[config.mk]
export PLATFORM = sky130hd
export DESIGN_NAME = afifo_wr_arb_flat
export DESIGN_NICKNAME = d
export VERILOG_FILES = /design/src/rtl/afifo_wr_arb_if.sv /design/src/rtl/afifo_wr_arb.sv /design/src/flat_wrapper.sv
export SDC_FILE = /design/constraint.sdc
export NUM_CORES = 1
export LEC_CHECK = 0
export ABC_AREA = 1
export CAP_MARGIN = 20
export CORE_AREA = 10 10 73 63
export CTS_CLUSTER_SIZE = 10
export DETAILED_ROUTE_END_ITERATION = 10
export DIE_AREA = 0 0 83 73
export PLACE_DENSITY_LB_ADDON = 0.15
export SLEW_MARGIN = 20
export SYNTH_ARGS = -nofsm -noshare
export SYNTH_HDL_FRONTEND = slang
export SYNTH_SLANG_ARGS = --single-unit
export TNS_END_PERCENT = 50
[constraint.sdc]
create_clock -name wclk -period 1.58 [get_ports wclk]
set_input_delay 0.316 -clock wclk [delete_from_list [all_inputs] [get_ports wclk]]
set_output_delay 0.316 -clock wclk [all_outputs]
set_load 0.02 [all_outputs]
[src/rtl/afifo_wr_arb_if.sv]
// Producer-side bus of afifo_wr_arb: per-requester request/data/last/ack plus the afifo write port.
// master = producers and afifo (drive requests and wfull), slave = the arbiter.
interface afifo_wr_arb_if #(
  parameter int N     = 4,
  parameter int WIDTH = 8
);
  logic [N-1:0]       req;
  logic [N*WIDTH-1:0] reqdata;
  logic [N-1:0]       reqlast;
  logic [N-1:0]       ack;
  logic [WIDTH-1:0]   wdata;
  logic               wstore;
  logic               wfull;

  modport master (
    output req, reqdata, reqlast, wfull,
    input  ack, wdata, wstore
  );

  modport slave (
    input  req, reqdata, reqlast, wfull,
    output ack, wdata, wstore
  );
endinterface

[src/rtl/afifo_wr_arb.sv]
// Round-robin, burst-granular arbiter for one afifo write port (wclk domain).
// Define AFIFO_ARB_HDR_EN to prefix every burst with a header word carrying the owner index.
module afifo_wr_arb #(
  parameter int N        = 4,
  parameter int WIDTH    = 8,
  parameter int IW       = 2,
  parameter int MAXBURST = 16
) (
  input  logic          wclk,
  input  logic          wreset,
  afifo_wr_arb_if.slave bus,
  output logic          busy,
  output logic [IW-1:0] owner
);
  localparam int CW = $clog2(MAXBURST) + 1;

`ifdef AFIFO_ARB_HDR_EN
  typedef enum logic [1:0] {IDLE, HDR, BURST} state_t;
`else
  typedef enum logic [1:0] {IDLE, BURST} state_t;
`endif

  state_t         state_q, state_d;
  logic [IW-1:0]  owner_q, owner_d;
  logic [IW-1:0]  ptr_q, ptr_d;
  logic [CW-1:0]  cnt_q, cnt_d;
  logic [IW-1:0]  grant_idx;
  logic           grant_found;
  logic           owner_req, owner_last, burst_end;
  logic           wstore_c;
  logic [N-1:0]   ack_c;
  logic [WIDTH-1:0] wdata_c;

  // Scan starts just after the last holder, so the previous owner has lowest priority.
  always_comb begin
    grant_found = 1'b0;
    grant_idx   = '0;
    for (int k = 1; k <= N; k++) begin
      if (!grant_found && bus.req[(int'(ptr_q) + k) % N]) begin
        grant_found = 1'b1;
        grant_idx   = IW'((int'(ptr_q) + k) % N);
      end
    end
  end

  assign owner_req  = bus.req[owner_q];
  assign owner_last = bus.reqlast[owner_q];
  assign burst_end  = owner_last || (cnt_q == CW'(MAXBURST - 1));

  always_comb begin
    state_d  = state_q;
    owner_d  = owner_q;
    ptr_d    = ptr_q;
    cnt_d    = cnt_q;
    wstore_c = 1'b0;
    ack_c    = '0;
    wdata_c  = bus.reqdata[owner_q*WIDTH +: WIDTH];
    case (state_q)
      IDLE: begin
        if (grant_found) begin
          owner_d = grant_idx;
          cnt_d   = '0;
`ifdef AFIFO_ARB_HDR_EN
          state_d = HDR;
`else
          state_d = BURST;
`endif
        end
      end
`ifdef AFIFO_ARB_HDR_EN
      HDR: begin
        wdata_c  = WIDTH'(owner_q);
        wstore_c = ~bus.wfull;
        if (!bus.wfull) state_d = BURST;
      end
`endif
      BURST: begin
        // A stalled or absent owner simply holds the grant; nothing advances without a store.
        wstore_c = owner_req & ~bus.wfull;
        if (wstore_c) begin
          ack_c = N'(1) << owner_q;
          cnt_d = cnt_q + CW'(1);
          if (burst_end) begin
            state_d = IDLE;
            ptr_d   = owner_q;
            cnt_d   = '0;
          end
        end
      end
      default: state_d = IDLE;
    endcase
  end

  always_ff @(posedge wclk) begin
    if (wreset) begin
      state_q <= IDLE;
      owner_q <= '0;
      ptr_q   <= IW'(N - 1);
      cnt_q   <= '0;
    end else begin
      state_q <= state_d;
      owner_q <= owner_d;
      ptr_q   <= ptr_d;
      cnt_q   <= cnt_d;
    end
  end

  assign bus.wstore = wstore_c;
  assign bus.ack    = ack_c;
  assign bus.wdata  = wdata_c;
  assign busy       = (state_q != IDLE);
  assign owner      = owner_q;
endmodule

[src/flat_wrapper.sv]
// flat-port wrapper written by rule: the top's interface ports become plain ports
module afifo_wr_arb_flat 
#(
  parameter int N        = 4,
  parameter int WIDTH    = 8,
  parameter int IW       = 2,
  parameter int MAXBURST = 16
)
  (wclk, wreset, busy, owner, bus_req, bus_reqdata, bus_reqlast, bus_wfull, bus_ack, bus_wdata, bus_wstore);
  afifo_wr_arb_if #(.N(N), .WIDTH(WIDTH)) bus_i ();
  input  logic wclk;
  input  logic wreset;
  output logic busy;
  output logic [IW-1:0] owner;
  input wire logic [$bits(bus_i.req)-1:0] bus_req;
  input wire logic [$bits(bus_i.reqdata)-1:0] bus_reqdata;
  input wire logic [$bits(bus_i.reqlast)-1:0] bus_reqlast;
  input wire logic [$bits(bus_i.wfull)-1:0] bus_wfull;
  output wire logic [$bits(bus_i.ack)-1:0] bus_ack;
  output wire logic [$bits(bus_i.wdata)-1:0] bus_wdata;
  output wire logic [$bits(bus_i.wstore)-1:0] bus_wstore;
  assign bus_i.req = bus_req;
  assign bus_i.reqdata = bus_reqdata;
  assign bus_i.reqlast = bus_reqlast;
  assign bus_i.wfull = bus_wfull;
  assign bus_ack = bus_i.ack;
  assign bus_wdata = bus_i.wdata;
  assign bus_wstore = bus_i.wstore;
  afifo_wr_arb #(.N(N), .WIDTH(WIDTH), .IW(IW), .MAXBURST(MAXBURST)) u_core (.wclk(wclk), .wreset(wreset), .bus(bus_i), .busy(busy), .owner(owner));
endmodule
==> metrics.txt, run 1 <==
number of fill cells=323; DRT iter0 DRCs=103; f_max=605 MHz; grt total ovfl=0; synthesized area=1070 um^2; worst vdd ir=0.402 mV; yosys warns=0; Rows=19; drt drc=0; post-layout util=65.7%; vias in the first global route=1410; Die Width=83 um; wirelength, routed=4610 um; worst-path fanout max=6; Syn Nets=229; Longest Clk Path Bufs=2; DIE HEIGHT=73 um; Pwr Density=738 nW/um^2; via total after detailed routing=1496; largest net degree at the start of global routing=20; GP Congestion=0.801; clk_lat worst skew=0.24 ns; first-pass GRT wire length=7050 um; Clock Skews=0.00524 ns; Worst Setup Start Kind=register; layout cells sized above 1=38.0%; # diodes=0; leakage=0.970 nW; placed cell area=1920 um^2; Synth Register Bits=10; Area Overhead vs Synth=99.2%; CTS H-tree depth=1; initial antenna violation count=0; Mapped Cells=184; Worst-Margin Slew=0.213 ns; hpwl dp=3380 um; CTS sink cnt=10; CTS tree=built; flop2flop setup slack=-0.03 ns; DRT Pass-1 Iters=4; Unique masters post-synth=28; CP Capture Type=output pin; fin nets=320; initial core utilization=33.0%; Min Clock Period, post-route=1.65 ns; Ports=59; clock slew at reported path FFs=0.05 ns; Max Cap Viol=0; final worst slack=-0.0737 ns; required time of the worst setup path=1.26 ns; IO buf count=58; total global-route track usage=13.5%; Mapped Avg Cell Area=5.79 um^2; via-per-instance ratio=4.73; CP arrival=1.34 ns; drt wl/cell=14.6 um; outcome=finished, violations left; RSZ-0062 raised after global routing=true; core area=3230 um^2; Setup-failing EPs final=13; most frequent cells in the layout=38 x nand3_1, 38 x clkdlybuf4s50_1, 37 x nand2_1, 31 x buf_4, 18 x nand2_2; Final Cell Area=2120 um^2; pre-CTS WS=-0.767 ns; die area=6060 um^2; period utilisation layout=105%; Setup CP Type=register to output pin; Final Hold Vio Count=0; failing checks=setup timing; Seq/Total Area, Yosys=18.8%; clk root buf=clkbuf_8; Slew Viols, Final=0; Hold Crit Class=register to register; CTS Buf Count=3; post-route ant nets=0; Worst slew margin=85.8%; Tot Pwr=0.00157 W
-- Yosys cell counts, drive strengths merged --
cell      n  area [um^2]
and3      1         6.26
nor3      4         20.0
dfxtp    10          200
o211ai    2         15.0
xnor2     1         8.76
a22oi     8         60.1
xor2      1         8.76
buf       4         35.0
clkbuf    3         11.3
a21oi     7         35.0
nor2     15         76.3
ha        2         25.0
inv      22         85.1
nand3    41          210
nand4     2         12.5
o2111ai   1         15.0
nand2    57          226
o21ai     3         15.0
-- per-stage QoR --
stage | instances | TNS, ns | hold slack (ns)
after floorplan | 184 | -0.0956 | 0.479
after global placement | 308 | -8.78 | 0.502
after detailed placement | 308 | -9.21 | 0.498
after CTS | 313 | -1.00 | 0.534
after global routing | 316 | -1.97 | 0.563
final | 316 | -0.394 | 0.535
-- flip-flops by register name, indices dropped and copies added, names as in the netlist --
register,count
u_core.cnt_q,5
u_core.owner,2
u_core.ptr_q,2
u_core.state_q,1
-- logic make-up (layout without fill, tap and decap cells) --
logic type	Yosys count	in the layout	synth area share, %
and+or+nand+nor	120	121	51.8
buffers and inverters	29	118	12.3
AOI/OAI and AO/OA	21	21	13.1
DFF	10	10	18.8
adders and majority gates	2	2	2.35
xor gates and xnor gates	2	2	1.64
-- path summary, 6_finish.rpt --
kind,from,endpoint,depth (start not counted)
worst max-delay path,u_core.owner[1]$_SDFFE_PP0P_,bus_ack[2],5
worst min-delay path,u_core.cnt_q[3]$_SDFFE_PP0P_,u_core.cnt_q[3]$_SDFFE_PP0P_,2
worst max register to register,u_core.owner[1]$_SDFFE_PP0P_,u_core.ptr_q[0]$_SDFFE_PP1P_,11
worst min register to register,u_core.cnt_q[3]$_SDFFE_PP0P_,u_core.cnt_q[3]$_SDFFE_PP0P_,2
-- metal layers --
metal | share of wire (%) | track usage (%) | vias to the layer above
met5 | 0 | 0 | -
met4 | 0.43 | 1.89 | 0
met3 | 4.1 | 2.01 | 2
met2 | 46 | 22.1 | 50
met1 | 49 | 18.6 | 648
li1 | - | - | 796
-- repair_timing --
| action | CTS | global route |
|---|---|---|
| setup buffers | 1 | 3 |
| setup endpoints to repair | 26 | 24 |
| hold buffers | 0 | 0 |
| pin swaps | 6 | 17 |
| gates cloned | 0 | 1 |
| gates resized for setup | 80 | 39 |
-- cell type report --
| class | count | area [um^2] | share of cell area (%) |
|---|---|---|---|
| Timing Repair Buffer | 92 | 815 | 38.4 |
| Multi-Input combinational cell | 146 | 892 | 42.0 |
| Clock buffer | 4 | 55.1 | 2.59 |
| Sequential cell | 10 | 214 | 10.1 |
| Tap cell | 42 | 52.6 | 2.47 |
| Inverter | 22 | 95.1 | 4.48 |
-- power by group --
| part | switching [W] | total [W] | internal, W | leakage [nW] |
|---|---|---|---|---|
| sequential | 0.0000312 | 0.000307 | 0.000276 | 0.0839 |
| clock | 0.000107 | 0.000326 | 0.000220 | 0.0288 |
| combinational | 0.000512 | 0.000934 | 0.000422 | 0.858 |
-- worst max-delay path: stages, from the launching register on --
cell	delay, ns
dfxtp_4	0.40
nand2_2	0.09
o2111ai_4	0.21
nand2_4	0.12
nor3_4	0.13
buf_6	0.13
(Power assumes the default switching activity.)
==> run 2, diff against run 1 <==
- CORE_AREA: 10 10 73 63 -> 10 10 70 60
- DIE_AREA: 0 0 83 73 -> 0 0 80 70
- clock period: 1.58 -> 1.9 ns (I/O delays scaled with it)
==> metrics.txt, run 2 (synthesized netlist as in run 1, its figures left out) <==
core area=2930 um^2 (-9.4%); CTS tree=built; worst-path fanout max=5 (-1); grt total ovfl=0 (unchanged); post-route ant nets=0 (unchanged); Clock Skews=0.000943 ns (-0.00429 ns); GP Congestion=0.845 (+5.5%); fin nets=304 (-5.0%); first-pass GRT wire length=6710 um (-4.8%); leakage=0.866 nW (-11%); CTS sink cnt=10 (unchanged); Area Overhead vs Synth=74.1%; slowest CP cell=dfxtp_4; layout cells sized above 1=23.6% (-14 points); number of fill cells=281 (-13%); Ports=59 (unchanged); CP arrival=1.45 ns (+0.11 ns); Largest register FFs=5 (unchanged); Post-Route Setup TNS=0 ns (+0.394 ns); Slew Viols, Final=0 (unchanged); Max Cap Viol=0 (unchanged); Setup-failing EPs final=0 (-13); flop2flop setup slack=0.21 ns (+0.24 ns); wirelength, routed=4170 um (-9.5%); CP Capture Type=output pin; commonest non-fill, non-tap cell in the layout=nand2_1; CTS Hold Bufs=0 (unchanged); CTS Buf Count=3 (unchanged); clk root buf=clkbuf_4; DRT iter0 DRCs=113 (+9.7%); Sw Share=42.8% (+1.3 points); Longest Clk Path Bufs=2 (unchanged); CTS H-tree depth=1 (unchanged); critical path, cell by cell=inv_4, nor2_4, nand2_1, o2111ai_2, nand2_2, buf_4, nor2_4, buf_6; Final Hold Vio Count=0 (unchanged); die area=5600 um^2 (-7.6%); # diodes=0 (unchanged); Worst path top cell family by delay=flip-flops; Combinational Power Share=60.1% (+0.5 points); required time of the worst setup path=1.52 ns (+0.26 ns); DRT Pass-1 Iters=4 (unchanged); drt drc=0 (unchanged); Hold Crit Class=register to register; Min Clock Period, post-route=1.83 ns; initial core utilization=36.4% (+3.4 points); RSZ-0062 raised after global routing=true; via total after detailed routing=1483 (-0.87%); sw power=0.000485 W (-25%); Worst slew margin=79.6% (-6.2 points); largest net degree at the start of global routing=11 (-45%); DIE HEIGHT=70 um (-4.1%); sequential share of power=22.6% (+3.0 points); most used cell, CP=nor2_4; slowest stage delay, CP=0.40 ns (about the same); Largest Register=u_core.cnt_q; clock slew at reported path FFs=0.07 ns (+0.02 ns); clk_lat worst skew=0.27 ns (+0.03 ns); Pwr Density=611 nW/um^2 (-17%); Tot Pwr=0.00113 W (-28%); most frequent cells in the layout=52 x nand2_1, 40 x clkdlybuf4s50_1, 39 x nand3_1, 18 x buf_4, 15 x inv_1; Rows=18 (-1); Setup CP Type=register to output pin; period utilisation layout=96.3%; IO buf count=58 (unchanged); total global-route track usage=14.3% (+0.77 points); vias in the first global route=1344 (-4.7%); internal power=0.000649 W (-29%); hpwl dp=3270 um (-3.0%); Crit path buffers/inverters=3 (+2); via-per-instance ratio=4.98 (+5.1%); f_max=547 MHz; drt wl/cell=14.0 um (-4.1%); Worst-Margin Slew=0.305 ns (+0.0923 ns); initial antenna violation count=0 (unchanged); Clk pwr share=17.2% (-3.6 points); Die Width=80 um (-3.6%); Worst Setup Start Kind=register; worst vdd ir=0.444 mV (+10%); outcome=complete, no violations
## run 2: changes by cell type in the layout (fill, tap and decap cells not counted), sizes merged
cell / change
clkdlybuf4s15: +2
nand2: -1
dlygate4sd2: -2
buf: -23
clkbuf: +6
clkdlybuf4s50: +2
## run 2: path summary, 6_finish.rpt
kind / from / endpoint / depth (start not counted)
worst min register to register: u_core.cnt_q[1]$_SDFFE_PP0P_ / u_core.cnt_q[1]$_SDFFE_PP0P_ / 2
worst max register to register: u_core.cnt_q[0]$_SDFFE_PP0P_ / u_core.cnt_q[1]$_SDFFE_PP0P_ / 12
worst max-delay path: u_core.owner[0]$_SDFFE_PP0P_ / bus_ack[3] / 8
worst min-delay path: u_core.cnt_q[1]$_SDFFE_PP0P_ / u_core.cnt_q[1]$_SDFFE_PP0P_ / 2
## run 2: per-layer routing
metal  vias up  GRT usage, %  part of all wire (%)
li1        767             -                     -
met4         0          1.17                  0.17
met5         -             0                     0
met2        65          21.6                    42
met1       649          20.3                    51
met3         2          3.58                   7.0
## run 2: metrics by stage
| step | cells | area (um^2) | util [%] | hold WS [ns] | setup WS (ns) |
|---|---|---|---|---|---|
| 3_5_place_dp | 290 | 1770 | 60.4 | 0.504 | -0.526 |
| 4_1_cts | 297 | 1800 | 61.5 | 0.515 | 0.00825 |
| 6_report | 298 | 1860 | 63.4 | 0.517 | 0.0707 |
| 5_1_grt | 298 | 1860 | 63.4 | 0.558 | -0.0368 |
| 3_3_place_gp | 290 | 1770 | 60.4 | 0.501 | -0.493 |
| 2_1_floorplan | 184 | 1070 | - | 0.479 | 0.0370 |
## run 2: worst min-delay path, cell delays in order, from the launching register on
cell and delay [ns]:
dfxtp_1 0.33, nand3_1 0.08, a21oi_1 0.06
## run 2: layout make-up
class                      instances  area [um^2]  share of cell area (%)
multi-input combinational        145          777                    41.9
timing repair buffer              77          696                    37.5
clock buffer                       4         36.3                    1.96
inverter                          22         87.6                    4.72
sequential                        10          209                    11.3
tap                               40         50.0                    2.70
## run 2: timing repair
item                                    CTS  global route
gates resized for setup                  40            33
pin swaps                                 3             4
endpoints found under the setup margin   13            14
buffers inserted                          3             1
## run 2: power groups by stage
| stage | Sequential, W | Combinational, W | Clock, W |
|---|---|---|---|
| 2_1_floorplan | 0.000261 | 0.000355 | 0 |
| 3_3_place_gp | 0.000255 | 0.000684 | 0 |
| 3_5_place_dp | 0.000255 | 0.000686 | 0 |
| 4_1_cts | 0.000251 | 0.000662 | 0.000198 |
| 5_1_grt | 0.000260 | 0.000751 | 0.000215 |
| 6_report | 0.000257 | 0.000682 | 0.000195 |
